--- src/rtl/mac_mixer.sv ---
// mac_mixer: time-multiplexed vocoder mixer with one shared multiplier and a ready/valid input.
// Define MIXER_SATURATE_EN to clamp the narrowed result instead of wrapping it.
module mac_mixer #(
  parameter int N_CHANNELS = 8,
  parameter int IN_WIDTH   = 32,
  parameter int OUT_WIDTH  = 24,
  parameter int OUT_SHIFT  = 0
) (
  input  logic                        clk_in,
  input  logic                        rst_in,
  input  logic                        valid_in,
  output logic                        ready_out,
  input  logic [4:0]                  shift,
  input  logic [N_CHANNELS-1:0]       channel_mask,
  input  logic signed [IN_WIDTH-1:0]  carrier_channels  [N_CHANNELS],
  input  logic signed [IN_WIDTH-1:0]  envelope_channels [N_CHANNELS],
  output logic signed [OUT_WIDTH-1:0] mixed_out,
  output logic                        valid_out
);

  localparam int PROD_W = 2 * IN_WIDTH;
  localparam int ACC_W  = PROD_W + $clog2(N_CHANNELS);
  localparam int IDX_W  = (N_CHANNELS > 1) ? $clog2(N_CHANNELS) : 1;
  localparam logic [IDX_W-1:0] LAST_IDX = IDX_W'(N_CHANNELS - 1);

  localparam logic [1:0] IDLE  = 2'd0;
  localparam logic [1:0] ACCUM = 2'd1;
  localparam logic [1:0] OUT   = 2'd2;

  logic [1:0]                state;
  logic [IDX_W-1:0]          idx;
  logic signed [ACC_W-1:0]   acc;
  logic [4:0]                shift_q;
  logic [N_CHANNELS-1:0]     mask_q;
  logic signed [IN_WIDTH-1:0] car_q [N_CHANNELS];
  logic signed [IN_WIDTH-1:0] env_q [N_CHANNELS];

  logic                      accept;
  logic signed [IN_WIDTH-1:0] env_sh;
  logic signed [PROD_W-1:0]  prod;
  logic signed [ACC_W-1:0]   acc_shifted;
  logic signed [OUT_WIDTH-1:0] narrowed;

  assign ready_out = (state == IDLE) && !rst_in;
  assign accept    = ready_out && valid_in;

  // Single multiplier, steered by idx across the latched frame.
  always_comb begin
    env_sh = env_q[idx] >>> shift_q;
    prod   = PROD_W'(car_q[idx]) * PROD_W'(env_sh);
  end

`ifdef MIXER_SATURATE_EN
  localparam logic signed [ACC_W-1:0] OUT_MAX =
    {{(ACC_W - OUT_WIDTH + 1){1'b0}}, {(OUT_WIDTH - 1){1'b1}}};
  localparam logic signed [ACC_W-1:0] OUT_MIN =
    {{(ACC_W - OUT_WIDTH + 1){1'b1}}, {(OUT_WIDTH - 1){1'b0}}};

  always_comb begin
    acc_shifted = acc >>> OUT_SHIFT;
    if (acc_shifted > OUT_MAX)
      narrowed = OUT_WIDTH'(OUT_MAX);
    else if (acc_shifted < OUT_MIN)
      narrowed = OUT_WIDTH'(OUT_MIN);
    else
      narrowed = OUT_WIDTH'(acc_shifted);
  end
`else
  always_comb begin
    acc_shifted = acc >>> OUT_SHIFT;
    narrowed    = OUT_WIDTH'(acc_shifted);
  end
`endif

  // Sample payload has no reset; it is only consumed after an accept.
  always_ff @(posedge clk_in) begin
    if (accept) begin
      car_q <= carrier_channels;
      env_q <= envelope_channels;
    end
  end

  always_ff @(posedge clk_in) begin
    if (rst_in) begin
      state     <= IDLE;
      idx       <= '0;
      acc       <= '0;
      shift_q   <= '0;
      mask_q    <= '0;
      mixed_out <= '0;
      valid_out <= 1'b0;
    end else begin
      valid_out <= 1'b0;
      case (state)
        IDLE: begin
          if (valid_in) begin
            shift_q <= shift;
            mask_q  <= channel_mask;
            acc     <= '0;
            idx     <= '0;
            state   <= ACCUM;
          end
        end
        ACCUM: begin
          if (mask_q[idx])
            acc <= acc + ACC_W'(prod);
          idx <= idx + 1'b1;
          if (idx == LAST_IDX)
            state <= OUT;
        end
        OUT: begin
          mixed_out <= narrowed;
          valid_out <= 1'b1;
          state     <= IDLE;
        end
        default: state <= IDLE;
      endcase
    end
  end

endmodule

--- config.mk ---
export PLATFORM = sky130hd
export DESIGN_NAME = mac_mixer
export DESIGN_NICKNAME = d
export VERILOG_FILES = /design/src/rtl/mac_mixer.sv
export SDC_FILE = /design/constraint.sdc
export NUM_CORES = 1
export LEC_CHECK = 0
export ABC_CLOCK_PERIOD_IN_PS = 60100
export CAP_MARGIN = 40
export CORE_AREA = 2 2 217 261
export CTS_BUF_LIST = sky130_fd_sc_hd__clkbuf_8 sky130_fd_sc_hd__clkbuf_16
export DETAILED_ROUTE_END_ITERATION = 8
export DIE_AREA = 0 0 219 263
export PLACE_DENSITY = 0.87
export SYNTH_ARGS = -nofsm -noshare
export SYNTH_HDL_FRONTEND = slang
export SYNTH_SLANG_ARGS = --single-unit
--- constraint.sdc ---
create_clock -name clk_in -period 60.1 [get_ports clk_in]
set_input_delay 12.02 -clock clk_in [delete_from_list [all_inputs] [get_ports clk_in]]
set_output_delay 12.02 -clock clk_in [all_outputs]
set_load 0.03 [all_outputs]
### Word level (Yosys, flattened, before mapping)

Index checks and enable logic that the tools add are counted.

| word-level totals | value |
|---|---|
| flip-flop bits (word level) | 622 |
| input port bits | 528 |
| output and inout port bits | 26 |

| cells by class | value |
|---|---|
| add/sub/neg operators | 2 |
| $mul | 1 |
| magnitude comparators | 2 |
| equality and inequality tests | 6 |
| shift operators | 1 |
| mux-type cells | 17 |
| bitwise operators | 1 |
| reduce and logical (&&, ||, !) cells | 9 |

Operators with widths:

| kind | count |
|---|---|
| $bmux W32 S3 | 2 |
| $mux W67 | 2 |
| $pmux W67 S2 | 1 |
| $mux W32 | 4 |
| $add A67 B64 Y67 | 1 |
| $mul A32 B32 Y64 | 1 |
| $sshr A32 B5 Y32 | 1 |
| $ne A2 B2 Y1 const B | 3 |
| $pmux W3 S2 | 1 |
| $reduce_and A2 Y1 | 3 |
| $ge A4 B4 Y1 const B | 1 |
| $lt A3 B4 Y1 const B | 1 |
| $mux W2 | 2 |
| $not A3 Y4 | 1 |
| $pmux W2 S2 | 1 |
| $add A3 B1 Y3 const B | 1 |
| $bmux W1 S3 | 1 |
| $eq A3 B3 Y1 const B | 1 |
| $mux W3 | 1 |
| $reduce_and A3 Y1 | 1 |
| $eq A2 B1 Y1 const B | 1 |
| $eq A2 B2 Y1 const B | 1 |
| $logic_and A1 B1 Y1 | 2 |
| $logic_not A2 Y1 | 1 |
| other kinds (3) | 4 |

### Logic depth before layout (Yosys ltp)

| logic depth | value |
|---|---|
| depth in word-level cells | 9 |
| depth in mapped cells | 39 |

### Worst setup path before layout

OpenSTA, ideal clock, no wires.

| path | value |
|---|---|
| path kind | in2reg |
| from | input rst_in |
| to | register car_q[0] in the netlist's numbering, enable pin |
| arrival time | 31.221 ns |
| data required time | 58.829 ns |
| slack | 27.608 ns |
| stages on the path | 4 |
| path through | clkbuf_1 -> clkbuf_1 -> clkbuf_1 -> nor2_1 |

| between the ends | value |
|---|---|
| word-level cells in the longest chain between the ends | 3 |

RTL lines:

| what | line | text |
|---|---|---|
| start: declaration | 10 | `input logic rst_in,` |
| $logic_not A1 Y1 | 44 | `assign ready_out = (state == IDLE) && !rst_in;` |
| $logic_and A1 B1 Y1 | 44 |  |
| $logic_and A1 B1 Y1 | 45 | `assign accept = ready_out && valid_in;` |
| net accept | 38 | `logic accept;` |
| end signal: assignment | 78 | `car_q <= carrier_channels;` |
| end: declaration | 35 | `logic signed [IN_WIDTH-1:0] car_q [N_CHANNELS];` |

The timed path passes the listed nets, and every way through them passes these cells.
A chain may end at the register's enable or synchronous reset.

### Worst setup path after layout

| path | value |
|---|---|
| from | input rst_in |
| to | output ready_out |

| between the ends | value |
|---|---|
| word-level cells in the longest chain between the ends | 2 |

RTL lines:

| what | line | text |
|---|---|---|
| $logic_not A1 Y1 | 44 |  |
| $logic_and A1 B1 Y1 | 44 |  |
| end: declaration | 12 | `output logic ready_out,` |

No other way between the ends.

==> PnR_summary.wiki <==
{| class="wikitable"
! Metric !! Value
|-
| Post-detail-place hpwl || about 68 mm
|-
| Multi-input logic area || 0.0156 mm²
|-
| Dominant synthesized flop cell || sky130_fd_sc_hd__edfxtp_1
|-
| Area of the placeable core || approximately 0.055 mm²
|-
| Gr usage total || 0.328
|-
| Worst reg2reg path startpoint || idx[0]
|-
| Cell chosen for the clock root || sky130_fd_sc_hd__clkbuf_16
|-
| Drt total wl || 92.9 mm
|-
| Total of cells resized after clock tree synthesis || 0
|-
| Portion of synthesized cell area occupied by the leading cell type || 0.418
|-
| Initial antenna violation count || 12
|-
| Post-layout instance count excluding filler cells || 3687
|-
| Finished Cell Area || 0.0396 mm²
|-
| Fraction of the yosys area taken by sequential cells || 0.459
|-
| Die X || 219 µm
|-
| Overflow left after global routing || 0
|-
| Worst max-slew margin expressed relative to the limit || 0.273
|-
| Highest net fanout along the worst path || 2
|-
| Count of state elements after synthesis || 515
|-
| Classification of the worst-slack hold path || reg -> reg
|-
| Required arrival time at the worst endpoint || 48.08 ns
|-
| Net Count, Synth || 3328
|-
| Type of the setup path with the least slack || in -> out
|-
| Number of library cell types mapped by synthesis || 78
|-
| CP startpoint || rst_in
|-
| Flip-flop and latch area || around 0.015 mm²
|-
| Share of async-settable or async-resettable flops after synthesis || 0
|-
| Routed vias || about 23000
|-
| Total of warnings raised by yosys || 0
|-
| Final setup skew || 0.0398 ns
|-
| Number of post-CTS setup repair buffers || 0
|-
| Fin Setup TNS || 0 ns
|-
| Slew of the pin with the lowest slew margin || 1.09 ns
|-
| Hold Vio Cnt, Final || 0
|-
| Starting utilization of the core area || 0.588
|-
| Number of design rule violations left after detail routing || 0
|-
| Period utilisation layout || 0.417
|-
| Die Outline Area || 0.0576 mm²
|-
| Post-synthesis area per instance || around 13 µm²
|-
| Clock Latency Late Sink || 0.61 ns
|-
| WL/cell || 25.2 µm
|-
| Largest area contributor in the synthesized netlist || sky130_fd_sc_hd__edfxtp_1
|-
| Die Span Y || 263 µm
|-
| RSZ-0062 raised after global routing || false
|-
| TritonCTS clock tree || done
|-
| Status || complete, no violations
|-
| Mapped Cells || roughly 2500
|-
| Number of synthesized flops with an enable pin || 448
|-
| Number of design-rule violations left by the first detailed-router iteration || around 2100
|-
| Post-cts hold buffer count || 0
|-
| Arrival time at the worst endpoint || between 10 and 15 ns
|-
| Routed vias/inst || 6.11
|-
| CTS H-tree lvls || 2
|-
| DR pass1 iterations || 6
|-
| Number of I/O pins || 554
|-
| Placed cell count || 3580
|-
| Clock transition at the register clock pins on the worst setup and hold paths after CTS || 0.06 ns
|-
| Startpoint kind of the worst setup timing path || input pin
|-
| Wire length of the first global-routing pass || 140 mm
|-
| Fill count || roughly 3500
|-
| Fmax achieved || 39.9 MHz
|-
| Number of global-route vias before repair || 24300
|-
| Area growth, synth to finish || 23.1%
|-
| Site row count || between 90 and 100
|-
| Max cap viols || 0
|-
| Element type at the critical path end || output port
|-
| Source of the worst hold timing path || mixed_out[15]
|-
| Final estimated routing congestion in global placement || 0.938
|-
| Maximum number of pins on one net before global-route repair || 187
|-
| Count of input and output buffers || 489
|-
| DRT antenna net count || 0
|-
| Maximum root-to-sink buffer count || 3
|-
| Final critical delay including setup and external delays || 25.08 ns
|-
| Synth Cell Area || 0.0322 mm²
|-
| Top area cells in the synthesized netlist || sky130_fd_sc_hd__edfxtp_1 (42%), sky130_fd_sc_hd__fa_1 (14%), sky130_fd_sc_hd__mux4_2 (10%)
|-
| Placed Instance Area || 0.0379 mm²
|-
| Final number of setup-violating endpoints || 0
|-
| Number of CTS-inserted buffers || 49
|-
| Total number of nets in the final design || 3791
|-
| Fraction of final layout cells with drive strength greater than 1 || 0.124
|-
| Num Clock Sinks || 515
|-
| Pins over their slew limit || 0
|}
-- registers in the layout, indices dropped and copies added (netlist names) --
signal / count
shift_q: 5
car_q: 192
env_q: 256
idx: 3
acc: 24
mixed_out: 24
state: 2
mask_q: 8
valid_out: 1
-- worst max-delay path, cell delays in order --
cell and delay (ns):
sky130_fd_sc_hd__buf_2 0.14, sky130_fd_sc_hd__nor3_1 0.15, sky130_fd_sc_hd__clkdlybuf4s50_1 0.74
-- logic make-up (layout without fill, tap and decap cells) --
logic type / Yosys count / in the layout / synth area share
buffers and inverters: 460 / 964 / 0.0586
xor gates and xnor gates: 51 / 51 / 0.0169
AOI/OAI and AO/OA: 213 / 213 / 0.0440
adders and majority gates: 350 / 350 / 0.190
muxes: 285 / 285 / 0.150
and+or+nand+nor: 576 / 576 / 0.0816
DFF: 515 / 515 / 0.459
other: 0 / 13 / 0
-- final timing paths --
path / to / slack, ns / cells after the start
setup / recovery: ready_out / 35.02 / 3
hold / removal: mixed_out[15] / 0.46 / 2
setup reg to reg: acc[23] / 48.28 / 32
hold reg to reg: mixed_out[15] / 0.46 / 2
-- per-stage QoR --
step | hold WS [ns] | setup WS [ns] | util
after floorplan | 0.432 | 27.61 | -
after global placement | 0.441 | 35.02 | 0.688
after detailed placement | 0.446 | 35.02 | 0.692
after CTS | 0.454 | 35.03 | 0.722
after global routing | 0.473 | 35.01 | 0.723
final | 0.455 | 35.02 | 0.723
-- cell usage in the layout, fill, tap and decap left out, types with 6 or more instances in the layout --
cell,count
sky130_fd_sc_hd__fa_1,233
sky130_fd_sc_hd__o21a_1,6
sky130_fd_sc_hd__clkinv_1,7
sky130_fd_sc_hd__nand3_1,33
sky130_fd_sc_hd__xnor2_1,33
sky130_fd_sc_hd__ha_1,117
sky130_fd_sc_hd__nand2b_1,55
sky130_fd_sc_hd__and2_1,16
sky130_fd_sc_hd__clkinv_2,6
sky130_fd_sc_hd__mux2i_1,82
sky130_fd_sc_hd__nor3_1,30
sky130_fd_sc_hd__xor2_1,11
sky130_fd_sc_hd__inv_1,338
sky130_fd_sc_hd__edfxtp_1,448
sky130_fd_sc_hd__clkbuf_16,50
sky130_fd_sc_hd__xnor3_1,6
sky130_fd_sc_hd__diode_2,13
sky130_fd_sc_hd__nor2b_1,23
sky130_fd_sc_hd__nand2_1,147
sky130_fd_sc_hd__a21oi_1,73
sky130_fd_sc_hd__or3_1,12
sky130_fd_sc_hd__mux4_2,148
sky130_fd_sc_hd__a22o_1,9
sky130_fd_sc_hd__nor2_1,218
sky130_fd_sc_hd__o21ai_0,28
sky130_fd_sc_hd__o22ai_1,11
sky130_fd_sc_hd__mux2_2,46
sky130_fd_sc_hd__o31ai_1,7
sky130_fd_sc_hd__clkdlybuf4s50_1,488
sky130_fd_sc_hd__or2_2,23
sky130_fd_sc_hd__o211ai_1,9
sky130_fd_sc_hd__dfxtp_1,64
sky130_fd_sc_hd__a21o_1,6
sky130_fd_sc_hd__a31oi_1,6
sky130_fd_sc_hd__buf_4,39
-- area by class of cell --
class,count,share of cell area
repair buffers,539,0.136
inverters,333,0.0315
clock inverters,37,0.00899
diodes,13,0.000821
clock buffers,55,0.0333
multi-input cells,1475,0.393
well taps,720,0.0227
flip-flops and latches,515,0.373
-- per-layer routing --
| layer | wire, µm | track usage | vias up |
|---|---|---|---|
| met5 | 13 | 0 | - |
| met2 | 49700 | 0.586 | 1308 |
| met3 | 6590 | 0.0562 | 372 |
| met1 | 29900 | 0.357 | 11300 |
| li1 | - | - | 9548 |
| met4 | 6760 | 0.210 | 2 |
-- cell usage after synthesis, types with 16 or more instances --
master,instances
sky130_fd_sc_hd__a21oi_1,73
sky130_fd_sc_hd__and2_1,16
sky130_fd_sc_hd__buf_2,19
sky130_fd_sc_hd__clkbuf_1,75
sky130_fd_sc_hd__dfxtp_1,67
sky130_fd_sc_hd__edfxtp_1,448
sky130_fd_sc_hd__fa_1,233
sky130_fd_sc_hd__ha_1,117
sky130_fd_sc_hd__inv_1,330
sky130_fd_sc_hd__mux2_2,46
sky130_fd_sc_hd__mux2i_1,85
sky130_fd_sc_hd__mux4_2,148
sky130_fd_sc_hd__nand2_1,147
sky130_fd_sc_hd__nand2b_1,55
sky130_fd_sc_hd__nand3_1,33
sky130_fd_sc_hd__nor2_1,219
sky130_fd_sc_hd__nor2b_1,24
sky130_fd_sc_hd__nor3_1,30
sky130_fd_sc_hd__o21ai_0,28
sky130_fd_sc_hd__or2_2,23
sky130_fd_sc_hd__xnor2_1,33
Power is left out: the tool's default activity adds up to more than one toggle a clock period on the data nets, which glitch-free logic cannot reach.
